$ cat config.mk
export PLATFORM = sky130hd
export DESIGN_NAME = draw_card_grid
export DESIGN_NICKNAME = d
export VERILOG_FILES = /design/src/rtl/draw_card_grid.sv
export SDC_FILE = /design/constraint.sdc
export NUM_CORES = 1
export LEC_CHECK = 0
export ABC_AREA = 1
export CAP_MARGIN = 20
export CORE_MARGIN = 5
export CORE_UTILIZATION = 35
export CTS_BUF_LIST = sky130_fd_sc_hd__clkbuf_4 sky130_fd_sc_hd__clkbuf_8 sky130_fd_sc_hd__clkbuf_16
export DETAILED_ROUTE_END_ITERATION = 6
export DONT_BUFFER_PORTS = 1
export PLACE_DENSITY = 0.6
export REMOVE_ABC_BUFFERS = 1
export SLEW_MARGIN = 20
export SYNTH_ARGS = -nofsm -noshare
export SYNTH_HDL_FRONTEND = slang
export SYNTH_SLANG_ARGS = --single-unit
$ cat constraint.sdc
create_clock -name pclk -period 2.8 [get_ports pclk]
set_input_delay 0.42 -clock pclk [delete_from_list [all_inputs] [get_ports pclk]]
set_output_delay 0.42 -clock pclk [all_outputs]
set_load 0.01 [all_outputs]
$ cat src/rtl/draw_card_grid.sv
// Memory-game card grid overlay: per-card state/face store, a fixed 3-cycle
// render pipeline that fetches face pixels from a registered ROM, and click hit-test.
module draw_card_grid #(
    parameter int          COLS        = 4,
    parameter int          ROWS        = 4,
    parameter int          CARD_W      = 128,
    parameter int          CARD_H      = 128,
    parameter int          GAP         = 16,
    parameter int          X0          = 120,
    parameter int          Y0          = 20,
    parameter int          BORDER      = 2,
    parameter int          SCALE       = 1,
    parameter int          IMG_BITS    = 6,
    parameter int          FACE_W      = 3,
    parameter logic [11:0] HIDDEN_RGB  = 12'h248,
    parameter logic [11:0] MATCHED_RGB = 12'h2A2,
    parameter logic [11:0] BORDER_RGB  = 12'hFFF
) (
    input  logic                            pclk,
    input  logic                            rst,
    input  logic [10:0]                     hcount_in,
    input  logic [10:0]                     vcount_in,
    input  logic                            hsync_in,
    input  logic                            vsync_in,
    input  logic                            hblnk_in,
    input  logic                            vblnk_in,
    input  logic [11:0]                     rgb_in,
    output logic [10:0]                     hcount_out,
    output logic [10:0]                     vcount_out,
    output logic                            hsync_out,
    output logic                            vsync_out,
    output logic                            hblnk_out,
    output logic                            vblnk_out,
    output logic [11:0]                     rgb_out,
    output logic [FACE_W+2*IMG_BITS-1:0]    face_addr,
    input  logic [11:0]                     face_rgb,
    input  logic                            wr_en,
    input  logic [$clog2(ROWS*COLS)-1:0]    wr_idx,
    input  logic [1:0]                      wr_state,
    input  logic [FACE_W-1:0]               wr_face,
    input  logic [11:0]                     mouse_xpos,
    input  logic [11:0]                     mouse_ypos,
    input  logic                            mouse_left,
    output logic                            click_valid,
    output logic [$clog2(ROWS*COLS)-1:0]    click_idx
);
    localparam int N       = ROWS * COLS;
    localparam int IDX_W   = $clog2(N);
    localparam int FA_W    = FACE_W + 2 * IMG_BITS;
    localparam int PITCH_X = CARD_W + GAP;
    localparam int PITCH_Y = CARD_H + GAP;

    localparam logic [1:0] ST_HIDDEN   = 2'd0;
    localparam logic [1:0] ST_REVEALED = 2'd1;
    localparam logic [1:0] ST_MATCHED  = 2'd2;

    typedef struct packed {
        logic [10:0] hcount;
        logic [10:0] vcount;
        logic        hsync;
        logic        vsync;
        logic        hblnk;
        logic        vblnk;
    } timing_t;

    // Returns {on_card, idx}; one compare pair per column/row, no division.
    function automatic logic [IDX_W:0] card_at(input logic [11:0] x, input logic [11:0] y);
        logic col_hit;
        logic row_hit;
        int   col;
        int   row;
        col_hit = 1'b0;
        row_hit = 1'b0;
        col     = 0;
        row     = 0;
        for (int c = 0; c < COLS; c++) begin
            if (int'(x) >= X0 + c * PITCH_X && int'(x) < X0 + c * PITCH_X + CARD_W) begin
                col_hit = 1'b1;
                col     = c;
            end
        end
        for (int r = 0; r < ROWS; r++) begin
            if (int'(y) >= Y0 + r * PITCH_Y && int'(y) < Y0 + r * PITCH_Y + CARD_H) begin
                row_hit = 1'b1;
                row     = r;
            end
        end
        return {col_hit & row_hit, IDX_W'(row * COLS + col)};
    endfunction

    // Offset from the nearest card start at or before x; meaningful only on a card.
    function automatic logic [11:0] x_offset(input logic [11:0] x);
        logic [11:0] off;
        off = '0;
        for (int c = 0; c < COLS; c++) begin
            if (int'(x) >= X0 + c * PITCH_X) off = 12'(int'(x) - (X0 + c * PITCH_X));
        end
        return off;
    endfunction

    function automatic logic [11:0] y_offset(input logic [11:0] y);
        logic [11:0] off;
        off = '0;
        for (int r = 0; r < ROWS; r++) begin
            if (int'(y) >= Y0 + r * PITCH_Y) off = 12'(int'(y) - (Y0 + r * PITCH_Y));
        end
        return off;
    endfunction

    logic [1:0]        card_state_q [N];
    logic [1:0]        card_state_d [N];
    logic [FACE_W-1:0] card_face_q  [N];
    logic [FACE_W-1:0] card_face_d  [N];

    logic [IDX_W:0]    px_card;
    logic [IDX_W:0]    ms_card;
    logic              px_hit;
    logic [IDX_W-1:0]  px_idx;
    logic [11:0]       px_x_off;
    logic [11:0]       px_y_off;
    logic              ms_hit;
    logic [IDX_W-1:0]  ms_idx;

    timing_t           tim_s1_q, tim_s1_d, tim_s2_q, tim_s2_d, tim_s3_q, tim_s3_d;
    logic [11:0]       rgb_s1_q, rgb_s1_d, rgb_s2_q, rgb_s2_d, rgb_s3_q, rgb_s3_d;
    logic              card_s1_q, card_s1_d, card_s2_q, card_s2_d;
    logic              border_s1_q, border_s1_d, border_s2_q, border_s2_d;
    logic [1:0]        state_s1_q, state_s1_d, state_s2_q, state_s2_d;
    logic [FA_W-1:0]   face_addr_q, face_addr_d;

    logic              prev_left_q, prev_left_d;
    logic              click_valid_q, click_valid_d;
    logic [IDX_W-1:0]  click_idx_q, click_idx_d;

    always_comb begin
        px_card  = card_at({1'b0, hcount_in}, {1'b0, vcount_in});
        px_hit   = px_card[IDX_W];
        px_idx   = px_card[IDX_W-1:0];
        px_x_off = x_offset({1'b0, hcount_in});
        px_y_off = y_offset({1'b0, vcount_in});
        ms_card  = card_at(mouse_xpos, mouse_ypos);
        ms_hit   = ms_card[IDX_W];
        ms_idx   = ms_card[IDX_W-1:0];
    end

    // State code 3 is folded to hidden on write so readers only see 0..2.
    always_comb begin
        card_state_d = card_state_q;
        card_face_d  = card_face_q;
        if (wr_en && 32'(wr_idx) < N) begin
            card_state_d[wr_idx] = (wr_state == 2'd3) ? ST_HIDDEN : wr_state;
            card_face_d[wr_idx]  = wr_face;
        end
    end

    always_comb begin
        tim_s1_d    = {hcount_in, vcount_in, hsync_in, vsync_in, hblnk_in, vblnk_in};
        rgb_s1_d    = rgb_in;
        card_s1_d   = px_hit;
        border_s1_d = (int'(px_x_off) < BORDER) || (int'(px_x_off) >= CARD_W - BORDER) ||
                      (int'(px_y_off) < BORDER) || (int'(px_y_off) >= CARD_H - BORDER);
        state_s1_d  = card_state_q[px_idx];
        face_addr_d = {card_face_q[px_idx], IMG_BITS'(px_y_off >> SCALE), IMG_BITS'(px_x_off >> SCALE)};

        tim_s2_d    = tim_s1_q;
        rgb_s2_d    = rgb_s1_q;
        card_s2_d   = card_s1_q;
        border_s2_d = border_s1_q;
        state_s2_d  = state_s1_q;

        // face_rgb belongs to the pixel now in S2: the ROM registered face_addr_q one edge ago.
        tim_s3_d = tim_s2_q;
        if (tim_s2_q.hblnk || tim_s2_q.vblnk) begin
            rgb_s3_d = 12'h000;
        end else if (!card_s2_q) begin
            rgb_s3_d = rgb_s2_q;
        end else if (border_s2_q) begin
            rgb_s3_d = BORDER_RGB;
        end else begin
            case (state_s2_q)
                ST_REVEALED: rgb_s3_d = face_rgb;
                ST_MATCHED:  rgb_s3_d = MATCHED_RGB;
                default:     rgb_s3_d = HIDDEN_RGB;
            endcase
        end
    end

    // click_valid is a one-cycle strobe with no backpressure; click_idx holds until the next click.
    always_comb begin
        prev_left_d   = mouse_left;
        click_valid_d = 1'b0;
        click_idx_d   = click_idx_q;
        if (mouse_left && !prev_left_q && ms_hit && card_state_q[ms_idx] == ST_HIDDEN) begin
            click_valid_d = 1'b1;
            click_idx_d   = ms_idx;
        end
    end

    always_ff @(posedge pclk or negedge rst) begin
        if (!rst) begin
            for (int i = 0; i < N; i++) begin
                card_state_q[i] <= ST_HIDDEN;
                card_face_q[i]  <= '0;
            end
            tim_s1_q      <= '0;
            tim_s2_q      <= '0;
            tim_s3_q      <= '0;
            rgb_s1_q      <= '0;
            rgb_s2_q      <= '0;
            rgb_s3_q      <= '0;
            card_s1_q     <= 1'b0;
            card_s2_q     <= 1'b0;
            border_s1_q   <= 1'b0;
            border_s2_q   <= 1'b0;
            state_s1_q    <= ST_HIDDEN;
            state_s2_q    <= ST_HIDDEN;
            face_addr_q   <= '0;
            prev_left_q   <= 1'b0;
            click_valid_q <= 1'b0;
            click_idx_q   <= '0;
        end else begin
            card_state_q  <= card_state_d;
            card_face_q   <= card_face_d;
            tim_s1_q      <= tim_s1_d;
            tim_s2_q      <= tim_s2_d;
            tim_s3_q      <= tim_s3_d;
            rgb_s1_q      <= rgb_s1_d;
            rgb_s2_q      <= rgb_s2_d;
            rgb_s3_q      <= rgb_s3_d;
            card_s1_q     <= card_s1_d;
            card_s2_q     <= card_s2_d;
            border_s1_q   <= border_s1_d;
            border_s2_q   <= border_s2_d;
            state_s1_q    <= state_s1_d;
            state_s2_q    <= state_s2_d;
            face_addr_q   <= face_addr_d;
            prev_left_q   <= prev_left_d;
            click_valid_q <= click_valid_d;
            click_idx_q   <= click_idx_d;
        end
    end

    assign hcount_out  = tim_s3_q.hcount;
    assign vcount_out  = tim_s3_q.vcount;
    assign hsync_out   = tim_s3_q.hsync;
    assign vsync_out   = tim_s3_q.vsync;
    assign hblnk_out   = tim_s3_q.hblnk;
    assign vblnk_out   = tim_s3_q.vblnk;
    assign rgb_out     = rgb_s3_q;
    assign face_addr   = face_addr_q;
    assign click_valid = click_valid_q;
    assign click_idx   = click_idx_q;

endmodule

==> results.cfg, run 1 <==
[run_status]
status = complete, but fails checks
violations = hold timing

[finish]
nFillCells = 2857
multi_input_area_um2 = 3902
num_antenna_cells = 0
fin_util_pct = 40.96
layout_commonest_cell = nand2_1
area_growth_pct = 15.70
design_area_um2 = 11760
nets = 1349
drive_above_1_share_pct = 8.248
final_cell_mix = 348 x nand2_1, 223 x dfrtp_1, 118 x o21ai_0
seqCellArea_um2 = 5580

[clock_tree]
cts.path.max_buffers = 3
htreeDepth = 1
cts_setup_buffers = 0
clkSinkCount = 223
clk_pin_slew_ns = 0.06
cts_resized = 0
cts_tree = yes
root_buffer = clkbuf_16
insertion_delay_ns = 0.52
cts-buffers-inserted = 25
cts_hold_buf = 39

[placed_design]
place.gp.congestion = 0.9090
hpwl_um = 17500
place_ws_ns = 0.3035
place_area_um2 = 10550
port_buffers = 0

[global_routing]
grt_pass1_wl_um = 42120
grt_use_total_pct = 15.52
grt_antenna_before_repair = 0
first_global_vias = 8068
grt_overflow = 0
grt_max_degree = 224

[sta]
finalClockSkew_ns = 0.008570
rsz0062_at_grt = false
max_freq_mhz = 511.7
final_max_slew_viol_count = 0
final.min_clock_period_ns = 1.954
worst_pin_slew_ns = 0.7259
hold_viol_final = 223
relSlewSlack_pct = 51.43
fin_hold_ws_ns = -0.4001
period_share_pct = 69.80
setup_ws_ns = 0.8457
setup_viol = 0

[yosys]
ys_ff_latch = 223
syn_avg_cell_area_um2 = 8.384
synth_cells = 1212
yosysWarningCount = 0
yosysSeqAreaShare_pct = 54.92
yosysUniqueCellTypes = 37
netlist_area_um2 = 10160

[setup_path]
path_max_fanout = 20
required_ns = 3.20
setup.worst_path.start = hcount_in[1]
worst-endpoint-arrival_ns = 2.35
r2r-start = card_s2_q
rrSetupSlack_ns = 1.12
endpoint_kind = register
startpoint_type = input pin
path_class = in -> reg

[floorplanning]
initial_utilization_pct = 35.40
pin_count = 145
core_area_um2 = 28700
die_h_um = 180.4
die_area_um2 = 32540
die_width_um = 180.4
num_rows = 62

[drt]
drt_pass1_iterations = 5
drtIter0Drc = 454
wl_per_cell_um = 15.15
ant_nets = 0
wl_um = 25110
dr_total_vias = 8112
vias_per_cell = 4.896
drc = 0

[power]
p_sw_mw = 2.098
clock_power_share_pct = 40.2
peakVddDrop_uv = 426.5
switching_share_pct = 26.44
intPower_mw = 5.838
comb_power_share_pct = 12.2
p_total_mw = 7.935
pwr-share-seq_pct = 47.7
power.density_nw_per_um2 = 675.0
leakage_nw = 5.646

[hold_path]
hp-class = in -> async

[flow_run]
cap_violations = 0
## worst paths after layout
| check | end | cells past startpoint |
|---|---|---|
| setup / recovery | state_s1_q[0] | 17 |
| hold / removal | rgb_out[4] | 0 |
| setup reg to reg | rgb_out[6] | 5 |
| hold reg to reg | tim_s2_q[6] | 0 |
| max in group asynchronous | tim_s2_q[23] | 0 |
| min in group pclk | card_face_q[8] | 2 |
## kinds of logic (layout without fill, tap and decap cells)
logic type | count (synthesis) | in the layout | synth area share [%]
simple gates | 628 | 628 | 27.23
flops | 223 | 223 | 54.92
compound gates | 179 | 179 | 9.285
buf+inv | 163 | 224 | 6.674
xor+xnor | 12 | 12 | 1.034
fa+ha+maj | 7 | 7 | 0.8619
## power by group through the flow
| stage | Combinational (mW) | Sequential (mW) | Clock (mW) |
|---|---|---|---|
| global placement | 0.911 | 3.83 | 0 |
| CTS | 0.975 | 3.79 | 3.30 |
| detailed placement | 0.924 | 3.84 | 0 |
| global route | 1.13 | 3.83 | 3.45 |
| floorplan | 0.710 | 3.78 | 0 |
| finish | 0.967 | 3.78 | 3.19 |
## area by class of cell
cell class | instances | share of cell area [%]
Clock inverter | 13 | 0.9791
Tap cell | 384 | 4.087
Sequential cell | 223 | 47.47
Clock buffer | 32 | 5.981
Inverter | 131 | 4.183
Timing Repair Buffer | 48 | 4.108
Multi-Input combinational cell | 826 | 33.19
## synthesized netlist by cell type
master	count	area, um^2
nor2_1	106	397.9
a21oi_2	2	17.52
nor2_4	4	45.04
nand4_1	18	112.6
buf_2	11	55.05
a32oi_1	1	8.760
inv_2	14	52.55
o221ai_1	2	17.52
clkbuf_1	11	41.29
nand3_1	82	410.4
nor2_2	9	56.30
xor2_1	12	105.1
nand2_4	1	11.26
nand2_2	11	68.82
ha_1	7	87.58
and2_1	1	6.260
dfrtp_1	223	5580
o21ai_0	118	590.6
nor3b_1	6	45.04
a21oi_1	28	140.1
o211ai_1	2	15.01
and3_1	3	18.77
o211ai_2	1	12.51
inv_1	117	439.2
buf_4	6	45.04
o311ai_0	1	8.760
nand3_2	6	60.06
nor4_1	2	12.51
o2111ai_1	1	8.760
nand2_1	348	1306
o21ai_2	1	8.760
o21ai_1	18	90.09
nor3_2	2	20.02
nor3_1	9	45.04
a31oi_1	4	25.02
nand3b_1	20	150.1
buf_6	4	45.04
## per-stage QoR
step	cells	setup TNS (ns)	hold slack (ns)
final	1657	0	-0.4001
after CTS	1657	0	-0.4353
after global placement	1573	0	0.1325
after floorplan	1180	-0.1316	0.1244
after detailed placement	1573	0	0.1346
after global routing	1657	0	-0.4337
## sequential cells by signal, summed over array words and instances (netlist names)
| name | cells |
|---|---|
| face_addr | 15 |
| hcount_out | 11 |
| tim_s1_q | 26 |
| click_idx | 4 |
| hblnk_out | 1 |
| border_s2_q | 1 |
| rgb_out | 12 |
| vcount_out | 11 |
| border_s1_q | 1 |
| state_s2_q | 2 |
| tim_s2_q | 26 |
| vsync_out | 1 |
| click_valid | 1 |
| hsync_out | 1 |
| state_s1_q | 2 |
| card_s2_q | 1 |
| rgb_s2_q | 12 |
| prev_left_q | 1 |
| vblnk_out | 1 |
| rgb_s1_q | 12 |
| card_face_q | 48 |
| card_s1_q | 1 |
| card_state_q | 32 |
## metal layers
layer  routed length (um)  share of wire (%)  track usage [%]
met5                    0                  0                0
met1                11020                 44            21.20
met4                  657                2.6            4.174
met2                11780                 47            25.01
met3                 1648                6.6            3.573
## worst max-delay path, stage by stage
cell,delay (ns)
inv_2,0.06
nand3_1,0.22
nor2_1,0.25
nand2_1,0.09
nand3_2,0.15
nand2_2,0.07
inv_2,0.25
nand2_1,0.08
nand2_1,0.11
buf_12,0.17
nand2_1,0.07
o21ai_1,0.07
nand2_1,0.06
nand2_1,0.07
nand2_1,0.05
nand2_1,0.07
nand2_1,0.07
Note: power is estimated with default switching activity, not from simulation.
==> run 2: changes to the inputs <==
==> constraint.sdc (replaced) <==
create_clock -name pclk -period 2.02 [get_ports pclk]
set_input_delay 0.303 -clock pclk [delete_from_list [all_inputs] [get_ports pclk]]
set_output_delay 0.303 -clock pclk [all_outputs]
set_load 0.01 [all_outputs]
==> results.cfg, run 2 (synthesized netlist as in run 1, its figures left out) <==
[sta]
rsz0062_at_grt = false
fin_hold_ws_ns = -0.5298
setup_viol = 0
worst_pin_slew_ns = 0.5591
max_freq_mhz = 651.8
setup_tns_ns = 0
period_share_pct = 75.96
relSlewSlack_pct = 62.44
hold_viol_final = 223
final.min_clock_period_ns = 1.534
finalClockSkew_ns = 0.006875
final_max_slew_viol_count = 0

[drt]
wl_per_cell_um = 14.93
ant_nets = 0
dr_total_vias = 8282
vias_per_cell = 4.843
wl_um = 25540
drtIter0Drc = 459
drt_pass1_iterations = 5
drc = 0

[run_status]
violations = hold timing
status = complete, but fails checks

[global_routing]
grt_antenna_before_repair = 0
grt_use_total_pct = 15.68
first_global_vias = 8305
grt_overflow = 0
grt_pass1_wl_um = 42810
grt_max_degree = 224

[finish]
area_growth_pct = 21.08
top_register = card_face_q
drive_above_1_share_pct = 10.78
layout_commonest_cell = nand2_1
num_antenna_cells = 0
reg.largest.list = card_face_q (48), card_state_q (32)
nets = 1405
design_area_um2 = 12300
final_cell_mix = 348 x nand2_1, 223 x dfrtp_1, 118 x o21ai_0
largest_reg_flops = 48

[setup_path]
endpoint_kind = register
path_class = in -> reg
startpoint_type = input pin
required_ns = 2.49
worst-endpoint-arrival_ns = 2.00
rrSetupSlack_ns = 0.57
path_max_fanout = 21

[clock_tree]
cts_tree = yes
cts_hold_buf = 54
insertion_delay_ns = 0.53
htreeDepth = 1
cts_setup_buffers = 0
clkSinkCount = 223
clk_pin_slew_ns = 0.06
cts-buffers-inserted = 25
cts.path.max_buffers = 3
cts_resized = 0
root_buffer = clkbuf_16

[floorplanning]
die_width_um = 180.4
die_area_um2 = 32540
pin_count = 145
core_area_um2 = 28700
die_h_um = 180.4
initial_utilization_pct = 35.40
num_rows = 62

[power]
power.density_nw_per_um2 = 918.2
peakVddDrop_uv = 631.9
leakage_nw = 5.950

[placed_design]
place_area_um2 = 10920
port_buffers = 0
hpwl_um = 18110
place.gp.congestion = 0.9117

[flow_run]
cap_violations = 0

[hold_path]
hp-class = in -> async
[run 2: changes by cell type in the layout (fill, tap and decap cells not counted), sizes merged]
cell	delta
clkinv	-1
clkbuf	-1
clkinvlp	-3
dlygate4sd3	+15
buf	+41
bufinv	+2
[run 2: worst paths after layout]
path | cells after the start | from | end
max | 15 | hcount_in[4] | face_addr[13]
min | 0 | rst | tim_s2_q[0]
max reg2reg | 8 | card_state_q[10] | click_idx[3]
min reg2reg | 0 | tim_s2_q[7] | vcount_out[3]
max in group asynchronous | 0 | rst | face_addr[4]
min in group pclk | 3 | hcount_in[8] | card_s1_q
[run 2: final cells by class]
type	count	area [um^2]
Timing Repair Buffer	104	1003
Fill cell	2815	16400
Sequential cell	223	5580
Inverter	131	491.7
Tap cell	384	480.5
Clock buffer	31	689.4
Clock inverter	11	155.1
Multi-Input combinational cell	826	3902
[run 2: power breakdown]
group	internal (mW)	switching [mW]	leakage (nW)
clock	2.81	1.79	0.420
sequential	4.96	0.285	2.72
combinational	0.615	0.835	2.81
total	8.39	2.91	5.95
[run 2: critical path: stages]
cell	delay (ns)
inv_1	0.05
ha_1	0.16
inv_1	0.04
nor2_1	0.17
nand2_1	0.10
nand2_1	0.09
o211ai_2	0.11
buf_4	0.18
buf_12	0.15
nand3b_1	0.08
nor3b_1	0.28
nand2_1	0.09
nand2_1	0.07
nand2_1	0.06
nand2_1	0.07
[run 2: routing by layer]
layer / wire, um / global-route usage (%)
met1: 11230 / 20.92
met2: 12160 / 26.18
met3: 1612 / 3.593
met4: 536 / 3.630
met5: 0 / 0
[run 2: metrics by stage]
step                      power [mW]  instances  setup slack (ns)  utilization [%]
after detailed placement       6.695       1614          -0.06219            38.04
after CTS                      11.47       1710            0.4934            42.86
after global routing           11.93       1710            0.3125            42.86
final                          11.30       1710            0.4857            42.86
after global placement         6.661       1614          -0.01986            38.04
after floorplan                6.229       1180           -0.6939                -
==> run 3: changes to the inputs <==
==> constraint.sdc (replaced) <==
create_clock -name pclk -period 1.5 [get_ports pclk]
set_input_delay 0.225 -clock pclk [delete_from_list [all_inputs] [get_ports pclk]]
set_output_delay 0.225 -clock pclk [all_outputs]
set_load 0.01 [all_outputs]
==> results.cfg, run 3 (synthesized netlist as in run 1, its figures left out) <==
[run_status]
status = complete, but fails checks
violations = hold timing

[setup_path]
setup.worst_path.start = vcount_in[3]
endpoint_kind = register
worst-endpoint-arrival_ns = 1.90
required_ns = 1.97
path_max_fanout = 20
rr_worst_depth = 8
startpoint_type = input pin
path_class = in -> reg
r2r-start = card_state_q[26]

[global_routing]
grt_pass1_wl_um = 44760
first_global_vias = 8549
grt_use_met1_pct = 21.70
use_met2_pct = 27.85
grt_max_degree = 224
grt_antenna_before_repair = 0
gr-max-usage-layer = met2
grt_use_total_pct = 16.53
met3_usage_pct = 3.815
grt_overflow = 0

[finish]
largest_reg_flops = 48
area_growth_pct = 28.21
drive_above_1_share_pct = 16.81
layout_commonest_cell = nand2_1
num_antenna_cells = 0
final_cell_mix = 348 x nand2_1, 223 x dfrtp_1, 128 x buf_4
reg.largest.list = card_face_q (48), card_state_q (32)
top_register = card_face_q
nets = 1492

[sta]
finalClockSkew_ns = 0.009971
setup_tns_ns = 0
final_max_slew_viol_count = 0
setup_ws_ns = 0.07168
max_freq_mhz = 700.1
setup_viol = 0
fin_hold_ws_ns = -0.6151
worst_pin_slew_ns = 0.5365
period_share_pct = 95.22
hold_viol_final = 223
final.min_clock_period_ns = 1.428
relSlewSlack_pct = 64.24

[drt]
ant_nets = 0
drc = 0
drtIter0Drc = 574
wl_um = 27040
wl_per_cell_um = 15.02
drt_pass1_iterations = 5
vias_per_cell = 4.740
dr_total_vias = 8532

[placed_design]
hpwl_um = 19000
port_buffers = 0
place_ws_ns = -0.4374
place.gp.congestion = 0.9057

[hold_path]
hp-class = in -> async

[floorplanning]
num_rows = 62
die_width_um = 180.4
pin_count = 145
die_area_um2 = 32540
core_area_um2 = 28700
initial_utilization_pct = 35.40
die_h_um = 180.4

[clock_tree]
cts.path.max_buffers = 3
cts_tree = yes
clkSinkCount = 223
htreeDepth = 1
insertion_delay_ns = 0.53
cts_hold_buf = 56
clk_pin_slew_ns = 0.06
cts-buffers-inserted = 26
root_buffer = clkbuf_16

[power]
leakage_nw = 6.371
peakVddDrop_uv = 827.5
power.density_nw_per_um2 = 1205

[flow_run]
cap_violations = 0
run 3: final cells by class:
| cell class | count | area [um^2] |
|---|---|---|
| clock buffers | 31 | 706.9 |
| inverters | 131 | 495.5 |
| clock inverters | 15 | 177.7 |
| well taps | 384 | 480.5 |
| flip-flops and latches | 223 | 5580 |
| repair buffers | 190 | 1642 |
| fillers | 2785 | 15680 |
| multi-input cells | 826 | 3945 |
run 3: repair_timing:
| action | CTS | global route |
|---|---|---|
| buffers inserted | 0 | 1 |
| endpoints found under the setup margin | 0 | 7 |
| resized for setup | 0 | 10 |
| endpoints found under the hold margin | 290 | 223 |
run 3: per-layer routing:
| metal | wire [um] | vias up |
|---|---|---|
| li1 | - | 4259 |
| met1 | 11530 | 3986 |
| met2 | 13030 | 240 |
| met3 | 1852 | 47 |
| met4 | 629 | 0 |
| met5 | 0 | - |
run 3: where the power goes:
part,total (mW),switching (mW),internal (mW)
Sequential,7.08,0.392,6.69
Combinational,2.18,1.19,0.989
Clock,6.45,2.56,3.89
Total,15.7,4.14,11.6
run 3: per-stage QoR:
stage | cells | utilization, % | power [mW] | instance area (um^2)
6_report | 1800 | 45.39 | 15.70 | 13030
5_1_grt | 1800 | 45.39 | 16.57 | 13030
4_1_cts | 1799 | 45.20 | 15.90 | 12970
3_5_place_dp | 1697 | 40.17 | 9.224 | 11530
3_3_place_gp | 1697 | 40.17 | 9.186 | 11530
2_1_floorplan | 1180 | - | 8.388 | 9975
run 3: path summary, 6_finish.rpt:
kind	endpoint	slack [ns]
max in group asynchronous	hcount_out[10]	1.64
max reg2reg	click_idx[3]	0.17
min	rgb_out[9]	-0.62
min reg2reg	tim_s2_q[4]	0.34
min in group pclk	click_valid	0.02
max	face_addr[12]	0.07
run 3: critical path, stage by stage:
cell        delay (ns)
clkinvlp_4        0.10
ha_4              0.19
buf_4             0.12
nand2_1           0.13
nand2_2           0.10
nand3_2           0.11
nand3_2           0.09
nand2_2           0.09
buf_12            0.16
o21ai_0           0.10
nor2_1            0.23
nand2_1           0.08
nand2_1           0.07
nand2_1           0.05
nand2_1           0.05
